[config.mk]
export PLATFORM = sky130hd
export DESIGN_NAME = parking_slot_ctrl
export DESIGN_NICKNAME = d
export VERILOG_FILES = /design/src/rtl/parking_slot_ctrl.sv
export SDC_FILE = /design/constraint.sdc
export NUM_CORES = 1
export LEC_CHECK = 0
export CORE_AREA = 2 2 78 58
export CTS_CLUSTER_SIZE = 20
export DETAILED_ROUTE_END_ITERATION = 7
export DIE_AREA = 0 0 80 60
export PLACE_DENSITY = 0.81
export SYNTH_ARGS = -nofsm -noshare
export SYNTH_HDL_FRONTEND = slang
export SYNTH_SLANG_ARGS = --single-unit
[constraint.sdc]
create_clock -name clk -period 3.1 [get_ports clk]
set_input_delay 0.62 -clock clk [delete_from_list [all_inputs] [get_ports clk]]
set_output_delay 0.62 -clock clk [all_outputs]
set_load 0.1 [all_outputs]
[src/rtl/parking_slot_ctrl.sv]
// Entry-gate sequencer and slot allocator for an 8-slot car park.
// It grants the lowest free slot, drives the barrier, and tracks occupancy and exits.
module parking_slot_ctrl #(
  parameter int GATE_TIMEOUT = 100,
  parameter int TMR_W        = 8
) (
  input  logic       clk,
  input  logic       rst_n,
  input  logic       entry_req,
  input  logic       entry_pass,
  input  logic       exit_req,
  input  logic [2:0] exit_slot,
  output logic [7:0] cars,
  output logic [3:0] count,
  output logic       full,
  output logic       gate_open,
  output logic [2:0] assigned_slot,
  output logic       assign_valid,
  output logic       entry_timeout,
  output logic       exit_err
);

  typedef enum logic [1:0] {
    IDLE  = 2'd0,
    OPEN  = 2'd1,
    CLOSE = 2'd2
  } state_t;

  localparam logic [TMR_W-1:0] TMO_LAST = TMR_W'(GATE_TIMEOUT - 1);

  state_t           state_q, state_d;
  logic [7:0]       cars_q, cars_d;
  logic [7:0]       reserved_q, reserved_d;
  logic [TMR_W-1:0] timer_q, timer_d;
  logic [2:0]       slot_q, slot_d;
  logic             gate_q, gate_d;
  logic             valid_q, valid_d;
  logic             tmo_q, tmo_d;
  logic             err_q, err_d;

  logic [7:0] occ_c;
  logic [2:0] free_idx_c;
  logic [3:0] count_c;
  logic       full_c;

  assign occ_c  = cars_q | reserved_q;
  assign full_c = &occ_c;

  // Scanning downward leaves the lowest free index as the final assignment.
  always_comb begin
    free_idx_c = '0;
    for (int i = 7; i >= 0; i--) begin
      if (!occ_c[i]) free_idx_c = 3'(i);
    end
  end

  always_comb begin
    count_c = '0;
    for (int i = 0; i < 8; i++) begin
      count_c = count_c + 4'(cars_q[i]);
    end
  end

  always_comb begin
    // NOTE: every signal gets a default first so no path leaves one unassigned (no latches).
    state_d    = state_q;
    cars_d     = cars_q;
    reserved_d = reserved_q;
    timer_d    = timer_q;
    slot_d     = slot_q;
    gate_d     = gate_q;
    valid_d    = 1'b0;
    tmo_d      = 1'b0;
    err_d      = 1'b0;

    // A reserved-but-empty slot reads as 0 in cars, so exiting it is an error.
    if (exit_req) begin
      if (cars_q[exit_slot]) cars_d[exit_slot] = 1'b0;
      else                   err_d             = 1'b1;
    end

    unique case (state_q)
      IDLE: begin
        if (entry_req && !full_c) begin
          reserved_d = 8'(1) << free_idx_c;
          slot_d     = free_idx_c;
          valid_d    = 1'b1;
          gate_d     = 1'b1;
          timer_d    = '0;
          state_d    = OPEN;
        end
      end
      OPEN: begin
        timer_d = timer_q + 1'b1;
        if (entry_pass) begin
          cars_d[slot_q] = 1'b1;
          reserved_d     = '0;
          gate_d         = 1'b0;
          state_d        = CLOSE;
        end else if (timer_q == TMO_LAST) begin
          reserved_d = '0;
          tmo_d      = 1'b1;
          gate_d     = 1'b0;
          state_d    = CLOSE;
        end
      end
      CLOSE: state_d = IDLE;
      default: begin
        state_d    = IDLE;
        reserved_d = '0;
        gate_d     = 1'b0;
      end
    endcase
  end

  // NOTE: sequential state uses non-blocking assignments so all flops update together.
  always_ff @(posedge clk or negedge rst_n) begin
    if (!rst_n) begin
      state_q    <= IDLE;
      cars_q     <= '0;
      reserved_q <= '0;
      timer_q    <= '0;
      slot_q     <= '0;
      gate_q     <= 1'b0;
      valid_q    <= 1'b0;
      tmo_q      <= 1'b0;
      err_q      <= 1'b0;
    end else begin
      state_q    <= state_d;
      cars_q     <= cars_d;
      reserved_q <= reserved_d;
      timer_q    <= timer_d;
      slot_q     <= slot_d;
      gate_q     <= gate_d;
      valid_q    <= valid_d;
      tmo_q      <= tmo_d;
      err_q      <= err_d;
    end
  end

  assign cars          = cars_q;
  assign count         = count_c;
  assign full          = full_c;
  assign gate_open     = gate_q;
  assign assigned_slot = slot_q;
  assign assign_valid  = valid_q;
  assign entry_timeout = tmo_q;
  assign exit_err      = err_q;

endmodule

# ---- Yosys cells after proc, flatten, opt, wreduce, memory -nomap -nowiden
# Index checks and enable logic that the tools add are counted.
dict set report word_totals {
  regBits 33
  latch_bits 0
  ram_bits 0
  rom_bits 0
  inputBits 8
  output_inout_bits 20
  wordCells 82
  mem_count 0
}
dict set report classes {
  addsub 8
  multipliers 0
  n_div 0
  magnitude_cmp 4
  eq_ne 5
  shifts 1
  n_mux 39
  bitwise 5
  n_reduce_logical 11
}
# operator n
set op_table {}
lappend op_table {{two-way mux 8 bit} 8}
lappend op_table {{two-way mux 3 bit} 8}
lappend op_table {{case mux 8 bit (3 select lines)} 1}
lappend op_table {{adder 4 x 1 -> 4 bit} 4}
lappend op_table {{bitwise OR 8 bit} 2}
lappend op_table {{case mux 8 bit (2 select lines)} 1}
lappend op_table {{two-way mux 1 bit} 13}
lappend op_table {{adder 8 x 1 -> 8 bit, second input constant} 1}
lappend op_table {{AND 8 bit} 1}
lappend op_table {{== test 8 x 7 -> 1 bit, second input constant} 1}
lappend op_table {{less-than comparator 3 x 4 -> 1 bit, second input constant} 2}
lappend op_table {{inverter 8 bit} 1}
lappend op_table {{AND reduction 8 bit} 1}
lappend op_table {{<< shifter 1 x 3 -> 8 bit, first input constant} 1}
lappend op_table {{demux 1 bit (select 3 bit)} 2}
lappend op_table {{>= comparator 3 x 1 -> 1 bit, second input constant} 2}
lappend op_table {{two-way mux 2 bit} 3}
lappend op_table {{AND reduction 2 bit} 3}
lappend op_table {{adder 3 x 1 -> 4 bit} 1}
lappend op_table {{case mux 2 bit (2 select lines)} 1}
lappend op_table {{adder 2 x 1 -> 3 bit} 1}
lappend op_table {{binary-select mux 1 bit (select 3 bit)} 1}
lappend op_table {{logical AND 1 bit} 3}
lappend op_table {{!= test 3 bit, second input constant} 1}
lappend op_table {{other kinds (10)} 10}

# ---- Logic depth before layout (Yosys ltp)
# Gate-level depths: netlist of the first run.
dict set report depth {
  ltp_word 12
  mapped_depth 9
  ltp_nobuf 9
}

# ---- Least setup slack after synthesis of the first run
# Ideal clock, no wire load.
dict set report synth_timing {
  path_kind {register to output}
  startpoint {reg cars_q[0] (netlist: cars[0])}
  endpoint {out count[2]}
  t_arrival_ps 4817
  required_time_ps 2480
  setup_slack_ps -2337
  stages_incl_launch_ff 10
  n_path_buf 0
  path_cell_list {dfrtp_1 inv_1 fa_1 fa_1 fa_1 inv_1 ha_1 inv_1 fa_1 xnor2_1}
}
dict set report synth_between {
  elab_chain_len 7
}
# element line_no
set synth_rtl {}
lappend synth_rtl {{start: declaration} 32} ;# logic [7:0] cars_q, cars_d;
lappend synth_rtl {{start signal: assignment} 130} ;# cars_q <= cars_d;
lappend synth_rtl {{adder 1 x 1 -> 2 bit} 60} ;# count_c = count_c + 4'(cars_q[i]);
lappend synth_rtl {{adder 2 x 1 -> 3 bit} 60}
lappend synth_rtl {{adder 3 x 1 -> 4 bit} 60}
lappend synth_rtl {{adder 4 x 1 -> 4 bit (4 in a row)} 60}
lappend synth_rtl {{end: declaration} 14} ;# output logic [3:0] count,
# Every way passes these cells.

# ---- Worst setup path after layout of the first run
dict set report layout_timing {
  startpoint {reg cars_q[1] (netlist: cars[1])}
  endpoint {out count[1]}
}
# Same word-level chain as after synthesis.

==> flow_metrics.tcl, run 1 <==
set metrics [dict create \
    run_status "finished, violations left" \
    failed_checks "negative setup slack" \
    met1Wirelength_um 2270 \
    critPathLaunch "cars[1]$_DFF_PN0_" \
    synth_enable_flop_cells 0 \
    tightest_slew_ns 0.804 \
    timing.critical_path.mode_cell "sky130_fd_sc_hd__fa_1" \
    crit_path_cell_trace "inv_4, fa_1, fa_1, fa_1, inv_2, ha_4, inv_2, fa_2, clkinvlp_4, buf_12" \
    insertedDiodeCount 0 \
    timing_hold_violations_final 0 \
    net_count_of_the_finished_layout 246 \
    drc_errors 0 \
    final_common_cell "sky130_fd_sc_hd__dfrtp_1" \
    synth_area_per_cell_um2 9.98 \
    fin_area_um2 2460 \
    coreArea_um2 4100 \
    wl_um 4610 \
    min_period_over_period_pct 125 \
    routabilityCongestion 0.950 \
    unrepaired_setup_endpoints_after_global_routing "true" \
    synth_async_sr_flop_share_pct 100 \
    numPortBuffers 27 \
    detailroute.wirelength.met2_um 2040 \
    grt_antenna_before_repair 0 \
    critical_path_peak_fanout 2 \
    wire_length_of_the_first_global_routing_pass_um 7730 \
    placedInstanceArea_um2 2330 \
    synth.distinct_cells 46 \
    syn_to_final_growth_pct 31.9 \
    die-area_um2 4800 \
    final.setup_skew_ns 0.00604 \
    data_required_time_at_the_worst_endpoint_ns 2.48 \
    cpPeakStageDelay_ns 0.55 \
    final_core_util_pct 59.9 \
    synth-warning-count 0 \
    detailedRoute.firstPassIterationCount 4 \
    critical-path-slowest-cell "sky130_fd_sc_hd__fa_2" \
    layout.cells.most_common_list "29 x sky130_fd_sc_hd__dfrtp_1, 28 x sky130_fd_sc_hd__buf_4, 13 x sky130_fd_sc_hd__inv_1, 13 x sky130_fd_sc_hd__nand2_1, 12 x sky130_fd_sc_hd__o21ai_0" \
    worst_hold_startpoint "gate_open$_DFFE_PN0P_" \
    floorplan.die.height_um 60 \
    critPathCaptureType "primary output" \
    syn_nets 203 \
    worst_hold_path_type "reg -> reg" \
    insertion_delay_ns 0.28 \
    synth-main-ff-cell "sky130_fd_sc_hd__dfrtp_1" \
    detailroute.wirelength.met3_um 261 \
    first_global_vias 1559 \
    synth.ff_latch_count 33 \
    slew_violations 0 \
    cts.root.buffer_cell "sky130_fd_sc_hd__clkbuf_8" \
    routed-via-count 1632 \
    r2r-start "cars[1]$_DFF_PN0_" \
    drt_iter0_drc 131 \
    cts_hold_buffers 0 \
    route.top_layer_used "met4" \
    postSynthCellCount 187 \
    ant_nets 0 \
    final.setup.worst_slack_ns -0.779 \
    vias_per_cell 5.71 \
    final_critical_delay_including_setup_and_external_delays_ns 3.88 \
    routedWlPerCell_um 16.1 \
    ioPinCount 28 \
    post_synthesis_instance_area_um2 1870 \
    max-cap-violations 0 \
    die-width_um 80 \
    cts_made_buffers 5 \
    worstSetupStartpointType "flip-flop" \
    tritoncts_clock_tree "built" \
    dp_hpwl_um 3490 \
    cts_max_path_buffers 2 \
    final_layout_size_suffix_gt1_share_pct 27.7 \
    worstSetupPathType "reg -> out" \
    groute.usage.overall_pct 21.2 \
    relSlewSlack_pct 46.3 \
    tritoncts_num_sinks 33 \
    path_clk_slew_ns 0.07 \
    yosysSeqAreaShare_pct 44.3 \
    floorplan.initialDensity_pct 45.5 \
    grt_remaining_overflow 0 \
    floorplan.rows 20 \
    h_tree_depth 2 \
    grt_start_max_net_pins 34 \
    fmax_ghz 0.258 \
    worstPathArrival_ns 3.26 \
    finish_stage_setup_viols 4 \
]
flip-flops by register name, summed over array words and instances, names as in the netlist:
register       flops
assign_valid       1
assigned_slot      3
cars               8
entry_timeout      1
exit_err           1
gate_open          1
reserved_q         8
state_q            2
timer_q            8
kinds of logic after synthesis:
family	after synthesis	share of synthesized area, %
DFF	33	44.3
adders and majority gates	8	6.98
xor gates and xnor gates	2	0.939
muxes	5	2.88
buffers and inverters	21	4.23
AOI/OAI and AO/OA	58	23.0
and+or+nand+nor	60	17.7
worst max-delay path: cells and delay by family (launching register included):
kind / cells / cell delay, ns
adders and majority gates: 5 / 2.04
DFF: 1 / 0.49
buffers and inverters: 5 / 0.46
final cells by class:
class | count | area, um^2
timing repair buffer | 39 | 360
sequential | 33 | 838
fill | 363 | 1640
tap | 55 | 68.8
inverter | 18 | 73.8
clock buffer | 8 | 90.1
multi-input combinational | 133 | 1030
what timing repair did:
action / 4_1_cts / 5_1_grt
gates cloned: 0 / 0
setup endpoints to repair: 4 / 4
setup buffers: 2 / 1
pin swaps: 2 / 2
gates resized for setup: 7 / 0
per-layer routing:
layer | vias up | track usage, %
met1 | 796 | 32.0
met5 | - | 0
li1 | 782 | -
met3 | 7 | 3.63
met4 | 0 | 4.36
met2 | 47 | 32.3
through the flow:
| step | hold slack (ns) | cells | setup WS [ns] | TNS [ns] |
|---|---|---|---|---|
| after floorplan | 0.324 | 187 | -0.880 | -2.64 |
| after global placement | 0.472 | 276 | -0.448 | -0.959 |
| after detailed placement | 0.473 | 276 | -0.529 | -1.17 |
| after CTS | 0.497 | 286 | -0.787 | -2.16 |
| after global routing | 0.513 | 286 | -0.869 | -2.54 |
| final | 0.489 | 286 | -0.779 | -2.19 |
final timing paths:
check                                            endpoint  depth (start not counted)  slack, ns
worst max-delay path                             count[1]                         10      -0.78
worst min-delay path                gate_open$_DFFE_PN0P_                          1       0.49
worst max register to register  reserved_q[1]$_DFFE_PN0P_                          5       0.94
worst min register to register      gate_open$_DFFE_PN0P_                          1       0.49
max in group asynchronous               cars[1]$_DFF_PN0_                          2       2.03
min in group asynchronous       reserved_q[5]$_DFFE_PN0P_                          2       0.74
cells in the mapped netlist, drive strengths merged, types with 2 or more instances:
master	number	area (um^2)
dfrtp	33	826
inv	18	67.6
nand2	13	48.8
o21ai	12	60.1
nor2	10	45.0
nor3	9	45.0
o31ai	7	52.6
a21oi	6	30.0
o22ai	6	37.5
nor4	5	31.3
a211o	4	35.0
a21o	4	32.5
fa	4	80.1
ha	4	50.1
nand3	4	20.0
o22a	4	35.0
a32o	3	30.0
clkbuf	3	11.3
mux2	3	33.8
nand2b	3	18.8
nand3b	3	22.5
a22o	2	18.8
and3	2	12.5
mux2i	2	20.0
nor2b	2	12.5
nor3b	2	20.0
o211a	2	20.0
o2bb2ai	2	17.5
o41ai	2	25.0
xnor2	2	17.5
Power of run 1 is left out: the tool's default activity adds up to more than one toggle a clock period on the data nets, which glitch-free logic cannot reach.
==> run 2: changes to the inputs <==
Settings changed: SETUP_SLACK_MARGIN set to 0.4.
==> run 2 against run 1 <==
Against the previous run: the flow still finishes with violations (negative setup slack); final cell count fell by 0.35%; sequential share of layout area barely moved; routed wire length fell by 1.6%; global-route usage fell by 0.16 points; critical endpoint unchanged; largest cell class unchanged.
==> flow_metrics.tcl, run 2 (synthesized netlist as in run 1, its figures left out) <==
set metrics [dict create \
    run_status "finished, violations left" \
    failed_checks "negative setup slack" \
    slew_violations 0 \
    cts_hold_buffers 0 \
    net_count_of_the_finished_layout 245 \
    fillCellCount 347 \
    die-width_um 80 \
    timing.critical_path.buf_inv 5 \
    detailedRoute.firstPassIterationCount 5 \
    dp_hpwl_um 3280 \
    post_layout_nonfiller_instances 285 \
    worstPathArrival_ns 3.27 \
    wl_um 4540 \
    first_global_vias 1492 \
    grt_remaining_overflow 0 \
    final_critical_delay_including_setup_and_external_delays_ns 3.89 \
    drt_iter0_drc 146 \
    groute.usage.overall_pct 21.0 \
    tightest_slew_ns 0.781 \
    syn_to_final_growth_pct 33.6 \
    numPortBuffers 27 \
    min_period_over_period_pct 125 \
    floorplan.initialDensity_pct 45.5 \
    crit_path_cell_trace "inv_2, fa_1, fa_1, fa_2, inv_2, ha_4, inv_2, fa_2, clkinvlp_4, buf_12" \
    timing.reg2reg.worst_path_depth 6 \
    dpl.cell_count 274 \
    path_clk_slew_ns 0.07 \
    tritoncts_clock_tree "built" \
    cts_made_buffers 5 \
    routabilityCongestion 0.901 \
    cts.root.buffer_cell "sky130_fd_sc_hd__clkbuf_8" \
    final_core_util_pct 60.7 \
    timing_hold_violations_final 0 \
    ioPinCount 28 \
    data_required_time_at_the_worst_endpoint_ns 2.48 \
    max-cap-violations 0 \
    unrepaired_setup_endpoints_after_global_routing "true" \
    cts_max_path_buffers 2 \
    timing.critical_path.mode_cell "sky130_fd_sc_hd__inv_2" \
    final_layout_size_suffix_gt1_share_pct 30.4 \
    h_tree_depth 2 \
    dpl_worst_slack_ns -0.492 \
    timing.hold.worst_path_depth 1 \
    wire_length_of_the_first_global_routing_pass_um 7470 \
    grt_start_max_net_pins 34 \
    setup_tns_ns -2.43 \
    worstSetupPathType "reg -> out" \
    coreArea_um2 4100 \
    final_common_cell "sky130_fd_sc_hd__buf_4" \
    critical_path_peak_fanout 2 \
    fmax_ghz 0.257 \
    insertedDiodeCount 0 \
    grt_antenna_before_repair 0 \
    final.setup.worst_slack_ns -0.788 \
    die-area_um2 4800 \
    drc_errors 0 \
    path_delay_family "adder cells" \
    routedWlPerCell_um 15.9 \
    cp.depth 10 \
    layout.cells.most_common_list "26 x sky130_fd_sc_hd__buf_4, 25 x sky130_fd_sc_hd__dfrtp_1, 13 x sky130_fd_sc_hd__nand2_1" \
    routed-via-count 1628 \
    tritoncts_num_sinks 33 \
    floorplan.rows 20 \
    final.setup_skew_ns 0.00948 \
    worst_hold_path_type "reg -> reg" \
    ant_nets 0 \
    relSlewSlack_pct 47.8 \
    finish_stage_setup_viols 4 \
    insertion_delay_ns 0.29 \
    floorplan.die.height_um 60 \
    worstSetupStartpointType "flip-flop" \
    vias_per_cell 5.71 \
    cpPeakStageDelay_ns 0.55 \
    critPathCaptureType "primary output" \
    critical-path-slowest-cell "sky130_fd_sc_hd__fa_2" \
]
==> run 2: changes by cell type in the layout (fill, tap and decap cells not counted), moves of 2 or more <==
| cell | change |
|---|---|
| sky130_fd_sc_hd__dfrtp_4 | +2 |
| sky130_fd_sc_hd__dfrtp_1 | -4 |
| sky130_fd_sc_hd__buf_4 | -2 |
| sky130_fd_sc_hd__inv_2 | +2 |
| sky130_fd_sc_hd__dfrtp_2 | +2 |
==> run 2: area by class of cell <==
| type | instances | area [um^2] | share of cell area (%) |
|---|---|---|---|
| Multi-Input combinational cell | 133 | 1030 | 41.4 |
| Inverter | 18 | 71.3 | 2.86 |
| Clock buffer | 7 | 86.3 | 3.46 |
| Sequential cell | 33 | 848 | 34.0 |
| Tap cell | 55 | 68.8 | 2.76 |
| Clock inverter | 1 | 30.0 | 1.20 |
| Timing Repair Buffer | 38 | 357 | 14.3 |
==> run 2: per-layer routing <==
metal	track usage (%)	part of all wire, %	vias to the layer above
li1	-	-	783
met1	31.7	49	786
met2	29.0	42	53
met3	5.44	8.1	6
met4	7.75	0.86	0
met5	0	0	-
==> run 2: worst register-to-register path, stage by stage, from the launching register on <==
cell                      delay [ns]
sky130_fd_sc_hd__dfrtp_4        0.48
sky130_fd_sc_hd__buf_4          0.14
sky130_fd_sc_hd__buf_4          0.14
sky130_fd_sc_hd__o22ai_1        0.50
sky130_fd_sc_hd__nor4_4         0.13
sky130_fd_sc_hd__a221o_2        0.50
sky130_fd_sc_hd__a22o_1         0.26
==> run 2: final timing paths <==
check / from / end / slack, ns
setup / recovery: cars[1]$_DFF_PN0_ / count[1] / -0.79
hold / removal: gate_open$_DFFE_PN0P_ / gate_open$_DFFE_PN0P_ / 0.49
setup reg to reg: cars[1]$_DFF_PN0_ / reserved_q[1]$_DFFE_PN0P_ / 0.84
hold reg to reg: gate_open$_DFFE_PN0P_ / gate_open$_DFFE_PN0P_ / 0.49
max in group asynchronous: rst_n / cars[4]$_DFF_PN0_ / 2.03
min in group asynchronous: rst_n / reserved_q[6]$_DFFE_PN0P_ / 0.73
==> run 2: metrics by stage <==
step                hold WS (ns)  area [um^2]
CTS                        0.496         2470
global placement           0.477         2320
finish                     0.493         2490
floorplan                  0.324         1940
global route               0.521         2490
detailed placement         0.477         2320
==> run 2: repair_timing <==
item / in CTS / in global routing
setup endpoints to repair: 4 / 4
buffers inserted: 1 / 2
resized for setup: 8 / 1
pin swaps: 3 / 2
Power of run 2 is left out for the same reason.
==> run 3: changes to the inputs <==
Settings changed: CAP_MARGIN set to 30, CORE_AREA 2 2 78 58 to 2 2 99 73, DIE_AREA 0 0 80 60 to 0 0 101 75, DONT_BUFFER_PORTS set to 1, PLACE_DENSITY 0.81 to 0.51.
==> run 3 against run 2 <==
Against the previous run: the run still ends with negative setup slack left; flip-flop and latch count unchanged; global-route usage is 7.8 points lower; worst setup slack better by 0.024 ns; utilization fell by 24 points; final cell count grew 3.2%; first-iteration DRC count decreased by 8.9%; clock skew up 0.0054 ns; sequential share of layout area is 0.89 points higher; fmax up 0.62%; clock-buffer cell count decreased by 1; critical path type unchanged; largest cell class unchanged; highest routed layer unchanged.
==> flow_metrics.tcl, run 3 (synthesized netlist as in run 1, its figures left out) <==
set metrics [dict create \
    run_status "finished, violations left" \
    failed_checks "negative setup slack" \
    final_critical_delay_including_setup_and_external_delays_ns 3.86 \
    final_layout_size_suffix_gt1_share_pct 27.7 \
    numPortBuffers 0 \
    tritoncts_clock_tree "built" \
    grt_remaining_overflow 0 \
    h_tree_depth 2 \
    layout.cells.most_common_list "25 x sky130_fd_sc_hd__dfrtp_1, 13 x sky130_fd_sc_hd__nand2_1, 12 x sky130_fd_sc_hd__inv_1, 12 x sky130_fd_sc_hd__o21ai_0, 12 x sky130_fd_sc_hd__buf_4" \
    worst_hold_path_type "in -> async" \
    timing_hold_violations_final 0 \
    wl_um 4740 \
    ant_nets 0 \
    cts.root.buffer_cell "sky130_fd_sc_hd__clkbuf_8" \
    finish_stage_setup_viols 4 \
    dpl_worst_slack_ns -0.488 \
    routed-via-count 1515 \
    worstPathArrival_ns 3.24 \
    final.setup_skew_ns 0.0149 \
    final.setup.worst_slack_ns -0.764 \
    critPathCaptureType "primary output" \
    r2r_slack_ns 0.80 \
    routedWlPerCell_um 16.1 \
    die-area_um2 7580 \
    routabilityCongestion 0.808 \
    floorplan.initialDensity_pct 28.4 \
    syn_to_final_growth_pct 30.2 \
    floorplan.rows 25 \
    slew_violations 0 \
    fillCellCount 637 \
    groute.usage.overall_pct 13.3 \
    floorplan.die.height_um 75 \
    dp_hpwl_um 3600 \
    first_global_vias 1377 \
    coreArea_um2 6570 \
    grt_antenna_before_repair 0 \
    drc_errors 0 \
    net_count_of_the_finished_layout 228 \
    path_clk_slew_ns 0.07 \
    final_common_cell "sky130_fd_sc_hd__dfrtp_1" \
    worstSetupPathType "reg -> out" \
    cts_made_buffers 5 \
    cts_max_path_buffers 2 \
    insertion_delay_ns 0.29 \
    fmax_ghz 0.259 \
    insertedDiodeCount 0 \
    tightest_slew_ns 0.999 \
    data_required_time_at_the_worst_endpoint_ns 2.48 \
    relSlewSlack_pct 33.4 \
    timing.reg2reg.worst_path_depth 5 \
    max-cap-violations 0 \
    grt_start_max_net_pins 34 \
    setup_tns_ns -2.20 \
    detailedRoute.firstPassIterationCount 4 \
    critical_path_peak_fanout 2 \
    ioPinCount 28 \
    unrepaired_setup_endpoints_after_global_routing "true" \
    vias_per_cell 5.15 \
    r2r-start "cars[5]$_DFF_PN0_" \
    worstSetupStartpointType "flip-flop" \
    tritoncts_num_sinks 33 \
    drt_iter0_drc 133 \
    die-width_um 101 \
    wire_length_of_the_first_global_routing_pass_um 7600 \
    min_period_over_period_pct 125 \
    r2r_path_end "reserved_q[3]$_DFFE_PN0P_" \
]
[run 3: cell count changes in the layout (fill, tap and decap cells not counted), sizes merged]
cell,change
buf,-10
clkbuf,-1
clkdlybuf4s50,-7
clkinvlp,+1
[run 3: final cells by class]
| type | count | area (um^2) | area share (%) |
|---|---|---|---|
| flip-flops and latches | 33 | 848 | 34.9 |
| multi-input cells | 133 | 1020 | 41.9 |
| clock inverters | 2 | 37.5 | 1.55 |
| clock buffers | 6 | 82.6 | 3.40 |
| well taps | 81 | 101 | 4.17 |
| inverters | 18 | 73.8 | 3.04 |
| repair buffers | 21 | 268 | 11.0 |
[run 3: timing repair]
item                                   in CTS  in global routing
buffers inserted                            1                  1
resized for setup                           5                  2
hold buffers                                0                  1
endpoints found under the hold margin       0                 20
setup endpoints to repair                   4                  5
pin swaps                                   1                  1
[run 3: worst max-delay path, cell delays in order, from the launching register on]
cell	delay, ns
sky130_fd_sc_hd__dfrtp_4	0.49
sky130_fd_sc_hd__inv_4	0.07
sky130_fd_sc_hd__fa_1	0.42
sky130_fd_sc_hd__fa_1	0.51
sky130_fd_sc_hd__fa_1	0.42
sky130_fd_sc_hd__inv_2	0.08
sky130_fd_sc_hd__ha_4	0.13
sky130_fd_sc_hd__inv_2	0.04
sky130_fd_sc_hd__fa_2	0.55
sky130_fd_sc_hd__clkinvlp_4	0.09
sky130_fd_sc_hd__buf_12	0.17
[run 3: routing by layer]
layer  GRT usage, %  up-vias  part of all wire, %
met3           3.34        7                  7.2
met1           21.4      721                   51
met2           16.9       43                   40
met4           4.05        0                  1.1
met5              0        -                    0
li1               -      744                    -
[run 3: worst max-delay path by stage]
| stage | startpoint | to | slack, ns | depth (start not counted) |
|---|---|---|---|---|
| CTS | cars[1]$_DFF_PN0_ | count[1] | -0.76 | 10 |
| global placement | cars[1]$_DFF_PN0_ | count[1] | -0.46 | 10 |
| detailed placement | cars[1]$_DFF_PN0_ | count[1] | -0.49 | 10 |
| global route | cars[1]$_DFF_PN0_ | count[1] | -0.86 | 10 |
| finish | cars[1]$_DFF_PN0_ | count[1] | -0.76 | 10 |
| floorplan | cars[0]$_DFF_PN0_ | count[2] | -0.88 | 9 |
[run 3: per-stage QoR]
stage / hold WS, ns / std cells / util (%) / cell area (um^2)
finish: 0.0229 / 294 / 37.0 / 2430
global route: 0.0108 / 294 / 37.0 / 2430
CTS: 0.00802 / 292 / 36.5 / 2400
detailed placement: 0.326 / 283 / 34.3 / 2250
global placement: 0.326 / 280 / 33.3 / 2190
floorplan: 0.324 / 187 / - / 1940
Power of run 3 is left out for the same reason.
